$ cat src/rtl/ps_inspect_pkg.sv
// Shared definitions for the PS clock meter: channel count, FSM states and
// the round-robin channel search helpers.
package ps_inspect_pkg;

   localparam int NUM_CLK = 4;
   localparam int CHAN_W  = 2;

   typedef enum logic [2:0] {
      ST_IDLE   = 3'd0,
      ST_SELECT = 3'd1,
      ST_SETTLE = 3'd2,
      ST_GATE   = 3'd3,
      ST_STORE  = 3'd4
   } state_e;

   // Lowest set mask bit at or after start, wrapping 3 -> 0.
   function automatic logic [CHAN_W-1:0] next_chan(input logic [NUM_CLK-1:0] mask,
                                                   input logic [CHAN_W-1:0]  start);
      logic [CHAN_W-1:0] idx;
      logic              found;
      next_chan = start;
      found     = 1'b0;
      for (int i = 0; i < NUM_CLK; i++) begin
         idx = start + CHAN_W'(i);
         if (!found && mask[idx]) begin
            next_chan = idx;
            found     = 1'b1;
         end
      end
   endfunction

   function automatic logic [CHAN_W-1:0] high_chan(input logic [NUM_CLK-1:0] mask);
      high_chan = '0;
      for (int i = 0; i < NUM_CLK; i++) begin
         if (mask[i]) high_chan = CHAN_W'(i);
      end
   endfunction

endpackage

$ cat src/rtl/sync_rise_detect.sv
// Two-flop synchroniser for an asynchronous level, with a rising-edge detect
// on the synchronised output.
module sync_rise_detect (
   input  logic i_clk,
   input  logic i_rst_n,
   input  logic i_async,
   output logic o_sync,
   output logic o_rise
);

   logic [1:0] r_sync;
   logic       r_prev;

   // NOTE: sequential state uses non-blocking assignments only, so every flop
   // samples the pre-edge value of its neighbour and the chain shifts cleanly.
   always_ff @(posedge i_clk or negedge i_rst_n) begin
      if (!i_rst_n) begin
         r_sync <= '0;
         r_prev <= 1'b0;
      end else begin
         r_sync <= {r_sync[0], i_async};
         r_prev <= r_sync[1];
      end
   end

   assign o_sync = r_sync[1];
   assign o_rise = r_sync[1] & ~r_prev;

endmodule

$ cat src/rtl/ps_clk_meter_sched.sv
// Round-robin frequency meter for the four divided PS clocks, in the ila_clk domain.
// Optional range check: define PS_CLK_METER_RANGE_EN to build the out_of_range comparators.
module ps_clk_meter_sched
   import ps_inspect_pkg::*;
#(
   parameter int GATE_CYCLES   = 1024,
   parameter int SETTLE_CYCLES = 4,
   parameter int CNT_W         = $clog2(GATE_CYCLES + 1),
   parameter int MIN_COUNT     = 1,
   parameter int MAX_COUNT     = GATE_CYCLES / 2
) (
   input  logic               ila_clk,
   input  logic               pl_resetn,
   input  logic               div_pl_clk_0,
   input  logic               div_pl_clk_1,
   input  logic               div_pl_clk_2,
   input  logic               div_pl_clk_3,
   input  logic               enable,
   input  logic [NUM_CLK-1:0] chan_mask,
   output logic [CNT_W-1:0]   count_0,
   output logic [CNT_W-1:0]   count_1,
   output logic [CNT_W-1:0]   count_2,
   output logic [CNT_W-1:0]   count_3,
   output logic [NUM_CLK-1:0] count_valid,
   output logic [NUM_CLK-1:0] dead,
   output logic [NUM_CLK-1:0] out_of_range,
   output logic               busy,
   output logic [CHAN_W-1:0]  cur_chan,
   output logic               sweep_done
);

   localparam int TMR_MAX = (GATE_CYCLES > SETTLE_CYCLES) ? GATE_CYCLES : SETTLE_CYCLES;
   localparam int TMR_W   = $clog2(TMR_MAX);

   logic [NUM_CLK-1:0] w_div;
   logic [NUM_CLK-1:0] w_sync;
   logic [NUM_CLK-1:0] w_rise_unused;
   logic               w_mux;
   logic               w_rise;

   state_e             r_state;
   logic [CHAN_W-1:0]  r_cur_chan;
   logic [CHAN_W-1:0]  r_search;
   logic [NUM_CLK-1:0] r_mask;
   logic [TMR_W-1:0]   r_timer;
   logic [CNT_W-1:0]   r_work;
   logic               r_mux_q;
   logic               r_sweep_done;

   logic [CNT_W-1:0]   r_count [NUM_CLK];
   logic [NUM_CLK-1:0] r_valid;
   logic [NUM_CLK-1:0] r_dead;

   assign w_div = {div_pl_clk_3, div_pl_clk_2, div_pl_clk_1, div_pl_clk_0};

   for (genvar g = 0; g < NUM_CLK; g++) begin : g_sync
      sync_rise_detect u_sync (
         .i_clk   (ila_clk),
         .i_rst_n (pl_resetn),
         .i_async (w_div[g]),
         .o_sync  (w_sync[g]),
         .o_rise  (w_rise_unused[g])
      );
   end

   // Edge detect after the mux; r_mux_q tracks the mux every cycle, which also
   // covers the preload on the last SETTLE cycle so a switch never counts an edge.
   assign w_mux  = w_sync[r_cur_chan];
   assign w_rise = w_mux & ~r_mux_q;

   always_ff @(posedge ila_clk or negedge pl_resetn) begin
      if (!pl_resetn) begin
         r_state      <= ST_IDLE;
         r_cur_chan   <= '0;
         r_search     <= '0;
         r_mask       <= '0;
         r_timer      <= '0;
         r_work       <= '0;
         r_mux_q      <= 1'b0;
         r_sweep_done <= 1'b0;
      end else begin
         r_sweep_done <= 1'b0;
         r_mux_q      <= w_mux;
         case (r_state)
            ST_IDLE: begin
               if (enable && (chan_mask != '0)) begin
                  r_search <= '0;
                  r_state  <= ST_SELECT;
               end
            end
            ST_SELECT: begin
               r_mask <= chan_mask;
               if (chan_mask == '0) begin
                  r_state <= ST_IDLE;
               end else begin
                  r_cur_chan <= next_chan(chan_mask, r_search);
                  r_timer    <= TMR_W'(SETTLE_CYCLES - 1);
                  r_state    <= ST_SETTLE;
               end
            end
            ST_SETTLE: begin
               if (r_timer == '0) begin
                  r_timer <= TMR_W'(GATE_CYCLES - 1);
                  r_state <= ST_GATE;
               end else begin
                  r_timer <= r_timer - 1'b1;
               end
            end
            ST_GATE: begin
               if (w_rise && (r_work != '1)) r_work <= r_work + 1'b1;
               if (r_timer == '0) r_state <= ST_STORE;
               else               r_timer <= r_timer - 1'b1;
            end
            ST_STORE: begin
               r_work       <= '0;
               r_sweep_done <= (r_cur_chan == high_chan(r_mask));
               if (enable) begin
                  r_search <= r_cur_chan + 1'b1;
                  r_state  <= ST_SELECT;
               end else begin
                  r_state  <= ST_IDLE;
               end
            end
            default: r_state <= ST_IDLE;
         endcase
      end
   end

   // NOTE: the result bank is reset element by element because software reads
   // it directly and must see zeros after reset, not power-up garbage.
   always_ff @(posedge ila_clk or negedge pl_resetn) begin
      if (!pl_resetn) begin
         for (int i = 0; i < NUM_CLK; i++) r_count[i] <= '0;
         r_valid <= '0;
         r_dead  <= '0;
      end else if (r_state == ST_STORE) begin
         r_count[r_cur_chan] <= r_work;
         r_valid[r_cur_chan] <= 1'b1;
         r_dead[r_cur_chan]  <= (r_work == '0);
      end
   end

`ifdef PS_CLK_METER_RANGE_EN
   logic [NUM_CLK-1:0] r_oor;

   always_ff @(posedge ila_clk or negedge pl_resetn) begin
      if (!pl_resetn) begin
         r_oor <= '0;
      end else if (r_state == ST_STORE) begin
         r_oor[r_cur_chan] <= (int'(r_work) < MIN_COUNT) || (int'(r_work) > MAX_COUNT);
      end
   end

   assign out_of_range = r_oor;
`else
   // Limits only matter when the range comparators are built in.
   localparam int RANGE_LIMITS_UNUSED = MIN_COUNT + MAX_COUNT;

   assign out_of_range = '0;
`endif

   assign count_0     = r_count[0];
   assign count_1     = r_count[1];
   assign count_2     = r_count[2];
   assign count_3     = r_count[3];
   assign count_valid = r_valid;
   assign dead        = r_dead;
   assign busy        = (r_state != ST_IDLE);
   assign cur_chan    = r_cur_chan;
   assign sweep_done  = r_sweep_done;

endmodule

$ cat config.mk
export PLATFORM = sky130hd
export DESIGN_NAME = ps_clk_meter_sched
export DESIGN_NICKNAME = d
export VERILOG_FILES = /design/src/rtl/ps_inspect_pkg.sv /design/src/rtl/sync_rise_detect.sv /design/src/rtl/ps_clk_meter_sched.sv
export SDC_FILE = /design/constraint.sdc
export NUM_CORES = 1
export LEC_CHECK = 0
export ABC_AREA = 1
export BUFFER_PORTS_ARGS = -buffer_cell sky130_fd_sc_hd__buf_2
export CORE_MARGIN = 2
export CORE_UTILIZATION = 40
export DETAILED_ROUTE_END_ITERATION = 16
export GPL_ROUTABILITY_DRIVEN = 0
export MAX_ROUTING_LAYER = met4
export PLACE_DENSITY_LB_ADDON = 0.15
export SYNTH_ARGS = -nofsm -noshare
export SYNTH_HDL_FRONTEND = slang
export SYNTH_SLANG_ARGS = --single-unit
$ cat constraint.sdc
create_clock -name ila_clk -period 1.92 [get_ports ila_clk]
set_input_delay 0.384 -clock ila_clk [delete_from_list [all_inputs] [get_ports ila_clk]]
set_output_delay 0.384 -clock ila_clk [all_outputs]
set_load 0.05 [all_outputs]
# Yosys cells after proc, flatten, opt, wreduce, memory -nomap -nowiden
# Cells that the tools add are included.
# W data, S select, Z words.
[word_totals]
reg_bits = 94
input_bits = 11
output_inout_bits = 60
[op_classes]
add_sub_neg = 6
magnitude_cmp = 8
eq_ne = 13
muxes = 48
bitwise_logic = 5
n_reduce_logical = 24
[op_table]
columns = ["operator", "count"]
rows = [
  ["$bwmux W44", 1],
  ["$mux W10", 3],
  ["$pmux W10 S3", 1],
  ["$demux W11 S2", 1],
  ["$mux W11", 2],
  ["$pmux W11 S2", 1],
  ["$mux W1", 18],
  ["$mux W2", 9],
  ["$lt A2 B3 Y1 const B", 5],
  ["$pmux W3 S5", 1],
  ["$ne A2 B2 Y1 const B", 7],
  ["$add A11 B1 Y11 const B", 1],
  ["$logic_not A11 Y1", 1],
  ["$ne A11 B11 Y1 const B", 1],
  ["$bmux W1 S2", 5],
  ["$logic_not A10 Y1", 1],
  ["$sub A10 B1 Y10 const B", 1],
  ["$mux W3", 3],
  ["$reduce_and A3 Y1", 3],
  ["$logic_and A1 B1 Y1", 7],
  ["$eq A3 B2 Y1 const B", 2],
  ["$reduce_bool A3 Y1", 2],
  ["$add A2 B1 Y2 const B", 2],
  ["$add A2 B2 Y2 const B", 2],
  ["19 further kinds", 24],
]

# Logic depth before layout (Yosys ltp)
[depth]
depth_word = 18
mapped_depth = 12

# By module
# Synthesis repeated with hierarchy kept, for this count alone.
[unflattened]
cells_unflattened = 489
area_unflattened_um2 = 4326.6
[by_module_without_submodules]
columns = ["module", "n_inst", "cells_each", "area_each_um2", "seq_area_each_um2"]
rows = [
  ["ps_clk_meter_sched", 1, 469, 3986.3, 2127.0],
  ["sync_rise_detect", 4, 5, 85.1, 75.1],
]

# Worst setup path before layout
# No wires, ideal clock.
[synth_timing]
path_type = "reg2reg"
startpoint = "register r_cur_chan[0] (netlist: cur_chan[0])"
endpoint = "register r_work[4]"
setup_ps = 126
t_arrival_ps = 1508
required_time_ps = 1794
setup_slack_ps = 286
stages_incl_launch_ff = 12
n_path_buf = 0
period_less_slack_ps = 1634
path_cell_list = "dfrtp_1 inv_2 nand2_1 nand2_1 nand2_1 o21ai_2 nand2_1 clkinv_2 nand2_8 nand2_4 nand2_1 o21ai_1"
[synth_via]
elab_chain_len = 6
[synth_lines]
columns = ["element", "line", "rtl"]
rows = [
  ["from (decl)", "ps_clk_meter_sched.sv:42", "logic [CHAN_W-1:0] r_cur_chan;"],
  ["from (signal assigned)", "ps_clk_meter_sched.sv:96", "r_cur_chan <= next_chan(chan_mask, r_search);"],
  ["$bmux W1 S2", "ps_clk_meter_sched.sv:68", "assign w_mux = w_sync[r_cur_chan];"],
  ["$mux W1 (implied by the code)", "ps_clk_meter_sched.sv:68", ""],
  ["named net w_mux", "ps_clk_meter_sched.sv:38", "logic w_mux;"],
  ["$and A1 B1 Y1", "ps_clk_meter_sched.sv:69", "assign w_rise = w_mux & ~r_mux_q;"],
  ["$logic_and A1 B1 Y1", "ps_clk_meter_sched.sv:110", "if (w_rise && (r_work != '1)) r_work <= r_work + 1'b1;"],
  ["$ne A2 B2 Y1 (no line)", "n/a", ""],
  ["$reduce_and A2 Y1 (no line)", "n/a", ""],
  ["to (signal assigned)", "ps_clk_meter_sched.sv:110", ""],
  ["to (decl)", "ps_clk_meter_sched.sv:46", "logic [CNT_W-1:0] r_work;"],
]
# The timed path passes the listed nets, and every way through them passes these cells. The select of a mux whose other input is x is not followed.
# A chain may end at the register's enable or synchronous reset.

# Worst setup path in the final report
[layout_timing]
startpoint = "register r_state[0]"
endpoint = "output port busy"
[layout_via]
elab_chain_len = 1
[layout_lines]
columns = ["element", "line", "rtl"]
rows = [
  ["from (decl)", "ps_clk_meter_sched.sv:41", "state_e r_state;"],
  ["from (signal assigned)", "ps_clk_meter_sched.sv:73", "r_state <= ST_IDLE;"],
  ["from (signal assigned)", "ps_clk_meter_sched.sv:88", "r_state <= ST_SELECT;"],
  ["from (signal assigned)", "ps_clk_meter_sched.sv:94", "r_state <= ST_IDLE;"],
  ["$reduce_bool A3 Y1", "ps_clk_meter_sched.sv:168", "assign busy = (r_state != ST_IDLE);"],
  ["to (decl)", "ps_clk_meter_sched.sv:27", "output logic busy,"],
]
# No other way between the ends.

==> results.json <==
{
  "cts_setup_buffers": 0,
  "max_freq_ghz": 0.593,
  "h-tree-depth": 3,
  "crit_family": "flip-flops",
  "crit_slowest_cell": "dfrtp_1",
  "max-slew-margin-rel": 0.664,
  "num_vias": 3317,
  "cp-end-kind": "output pin",
  "antenna_found_initial": 0,
  "synth_xor_area_frac": 0.0213,
  "async_reset_ff_frac": 1.00,
  "grt_setup_unrepaired": "no",
  "fp.dieArea_sq_um": 12200,
  "final_util": 0.482,
  "route.met2.wl_um": 4250,
  "power.density_nw_per_um2": 1140,
  "final.setup.tns_ps": 0,
  "maxCapViolations": 0,
  "antennaDiodeCount": 0,
  "regToRegEndpoint": "r_work[7]$_DFFE_PN0P_",
  "cts-root-buf": "clkbuf_16",
  "synth_area_sq_um": 4520,
  "hpwlAfterDp_um": 6930,
  "seq_area_sq_um": 2330,
  "reg2reg_slack_ps": 360,
  "drive_gt1_frac": 0.310,
  "slew_viol_final": 0,
  "track_usage": 0.181,
  "min_period_over_period": 0.879,
  "startpoint_type": "flop",
  "worst_pin_slew_ps": 504,
  "fin_hold_ws_ps": 69.1,
  "wl_met1_um": 4920,
  "synth-compound-area-share": 0.129,
  "ant_nets": 0,
  "criticalPathCategory": "reg -> out",
  "cts_tree": "built",
  "topRoutingLayerUsed": "met4",
  "cts_buffers": 9,
  "final_cell_mix": "nand2_1 (131), dfrtp_1 (93), buf_2 (65)",
  "ys_seq_elements": 93,
  "synth_cell_type_count": 39,
  "reg2regPathDepth": 11,
  "hold_buffers": 0,
  "worstPathRequired_ps": 1540,
  "mostFrequentLayoutCell": "nand2_1",
  "synth_top_family_by_area": "simple AND/OR/NAND/NOR gates",
  "grt_start_max_net_pins": 94,
  "ctsResizeCount": 0,
  "grt_pass1_vias": 3262,
  "synthCells": 475,
  "drc": 0,
  "power_leakage_nw": 2.71,
  "routed_wl_um": 9740,
  "clockBufferDepth": 2,
  "synth_edf_count": 0,
  "grt_pass1_wl_um": 16400,
  "total_power_w": 0.00603,
  "yosys_warnings": 0,
  "cp_slowest_stage_delay_ps": 460,
  "overflow": 0,
  "clock_sinks": 93,
  "multiInputGateArea_sq_um": 1880,
  "ir_drop_uv": 614,
  "status": "complete, no violations",
  "fin_crit_ps": 1690,
  "synth_area_per_cell_sq_um": 9.52,
  "die_h_um": 110,
  "fill_cells": 1069,
  "setup_violations": 0,
  "ys_seq_area_frac": 0.514,
  "cp_cell_sequence": "nor2_2 -> nand2_1 -> buf_2",
  "critPathArrivalTime_ps": 1300,
  "hold_viol_final": 0,
  "skew_ps": 8.81,
  "worst_slack_ps": 233,
  "synth_adder_area_share": 0.0221,
  "pre_cts_ws_ps": 376,
  "initial_core_util": 0.414,
  "final_nets": 565,
  "port_buffers": 66,
  "ios": 71,
  "clock_latency_ps": 340,
  "ys.flop_type": "dfrtp_1",
  "synth-simple-area-share": 0.240,
  "r2r-start": "r_work[0]$_DFFE_PN0P_",
  "core_area_sq_um": 10900,
  "synth_mux_area_frac": 0,
  "min_path_type": "in -> async",
  "worstPathMaxFanout": 5,
  "cts.clk_slew.worst_paths_ps": 70,
  "syn2layout_area_growth_pct": 16.6,
  "wl_met3_um": 432,
  "viasPerCell": 4.80,
  "drt_iter0_drc": 154,
  "wl_per_cell_um": 14.1,
  "dr.pass1.iters": 5,
  "crit_buf_inv": 1,
  "std_cell_rows": 38,
  "fp.dieW_um": 110
}
## cell type report
cell class                      count  share of cell area
Inverter                           46              0.0344
Sequential cell                    93               0.441
Timing Repair Buffer               71              0.0726
Clock inverter                      6              0.0183
Multi-Input combinational cell    325               0.357
Clock buffer                       10              0.0434
Tap cell                          140              0.0332
## cells by family after synthesis
kind of cell | count (synthesis)
fa+ha+maj | 8
buf+inv | 60
simple gates | 213
other cells | 1
xor+xnor | 11
compound gates | 89
flops | 93
## power breakdown
group          switching (W)  internal [W]
sequential          0.000215       0.00219
clock               0.000779       0.00116
combinational        0.00113      0.000556
## synthesized netlist by cell type, types with 2 or more instances
master | instances | share of area
nor2_4 | 5 | 0.012
nor3_1 | 5 | 0.0055
nand2_4 | 9 | 0.022
nand4_1 | 5 | 0.0069
inv_1 | 30 | 0.025
nand3_1 | 16 | 0.018
nand2_1 | 131 | 0.11
nand2_2 | 8 | 0.011
xor2_1 | 10 | 0.019
o21ai_0 | 9 | 0.010
a21oi_2 | 2 | 0.0039
a21oi_1 | 4 | 0.0044
buf_6 | 10 | 0.025
nor2_2 | 5 | 0.0069
buf_4 | 4 | 0.0066
o21ai_2 | 29 | 0.056
nor2_1 | 18 | 0.015
inv_2 | 13 | 0.011
dfrtp_1 | 93 | 0.51
ha_1 | 8 | 0.022
nand3_2 | 3 | 0.0066
o21ai_1 | 41 | 0.045
## how the worst max path moves through the flow
stage | slack, ps | depth (start not counted) | from | to
finish | 230 | 3 | r_state[0]$_DFFE_PN0P_ | busy
global route | 150 | 3 | r_state[0]$_DFFE_PN0P_ | busy
CTS | 210 | 3 | r_state[0]$_DFFE_PN0P_ | busy
detailed placement | 380 | 6 | r_state[0]$_DFFE_PN0P_ | count_3[2]$_DFFE_PN0P_
global placement | 380 | 6 | r_state[0]$_DFFE_PN0P_ | count_0[0]$_DFFE_PN0P_
floorplan | 290 | 11 | cur_chan[0]$_DFFE_PN0P_ | r_work[4]$_DFFE_PN0P_
## metrics by stage
stage	std cells	instance area, sq um
2_1_floorplan	478	4540
3_3_place_gp	675	4950
3_5_place_dp	675	4950
4_1_cts	691	5280
5_1_grt	691	5280
6_report	691	5280
## per-layer routing
| metal | GRT usage | vias up |
|---|---|---|
| met5 | - | - |
| met4 | 0.0652 | 0 |
| met1 | 0.262 | 1557 |
| met2 | 0.260 | 82 |
| met3 | 0.0259 | 11 |
| li1 | - | 1667 |
## sequential cells by signal, summed over array words and instances (netlist names)
name                  count
r_work                   11
count_1                  11
r_mux_q                   1
count_3                  11
dead                      4
r_search                  2
count_0                  11
g_sync.u_sync.r_sync      8
cur_chan                  2
r_mask                    3
r_timer                  10
count_valid               4
count_2                  11
sweep_done                1
r_state                   3
Power figures use the tool's default switching activity.
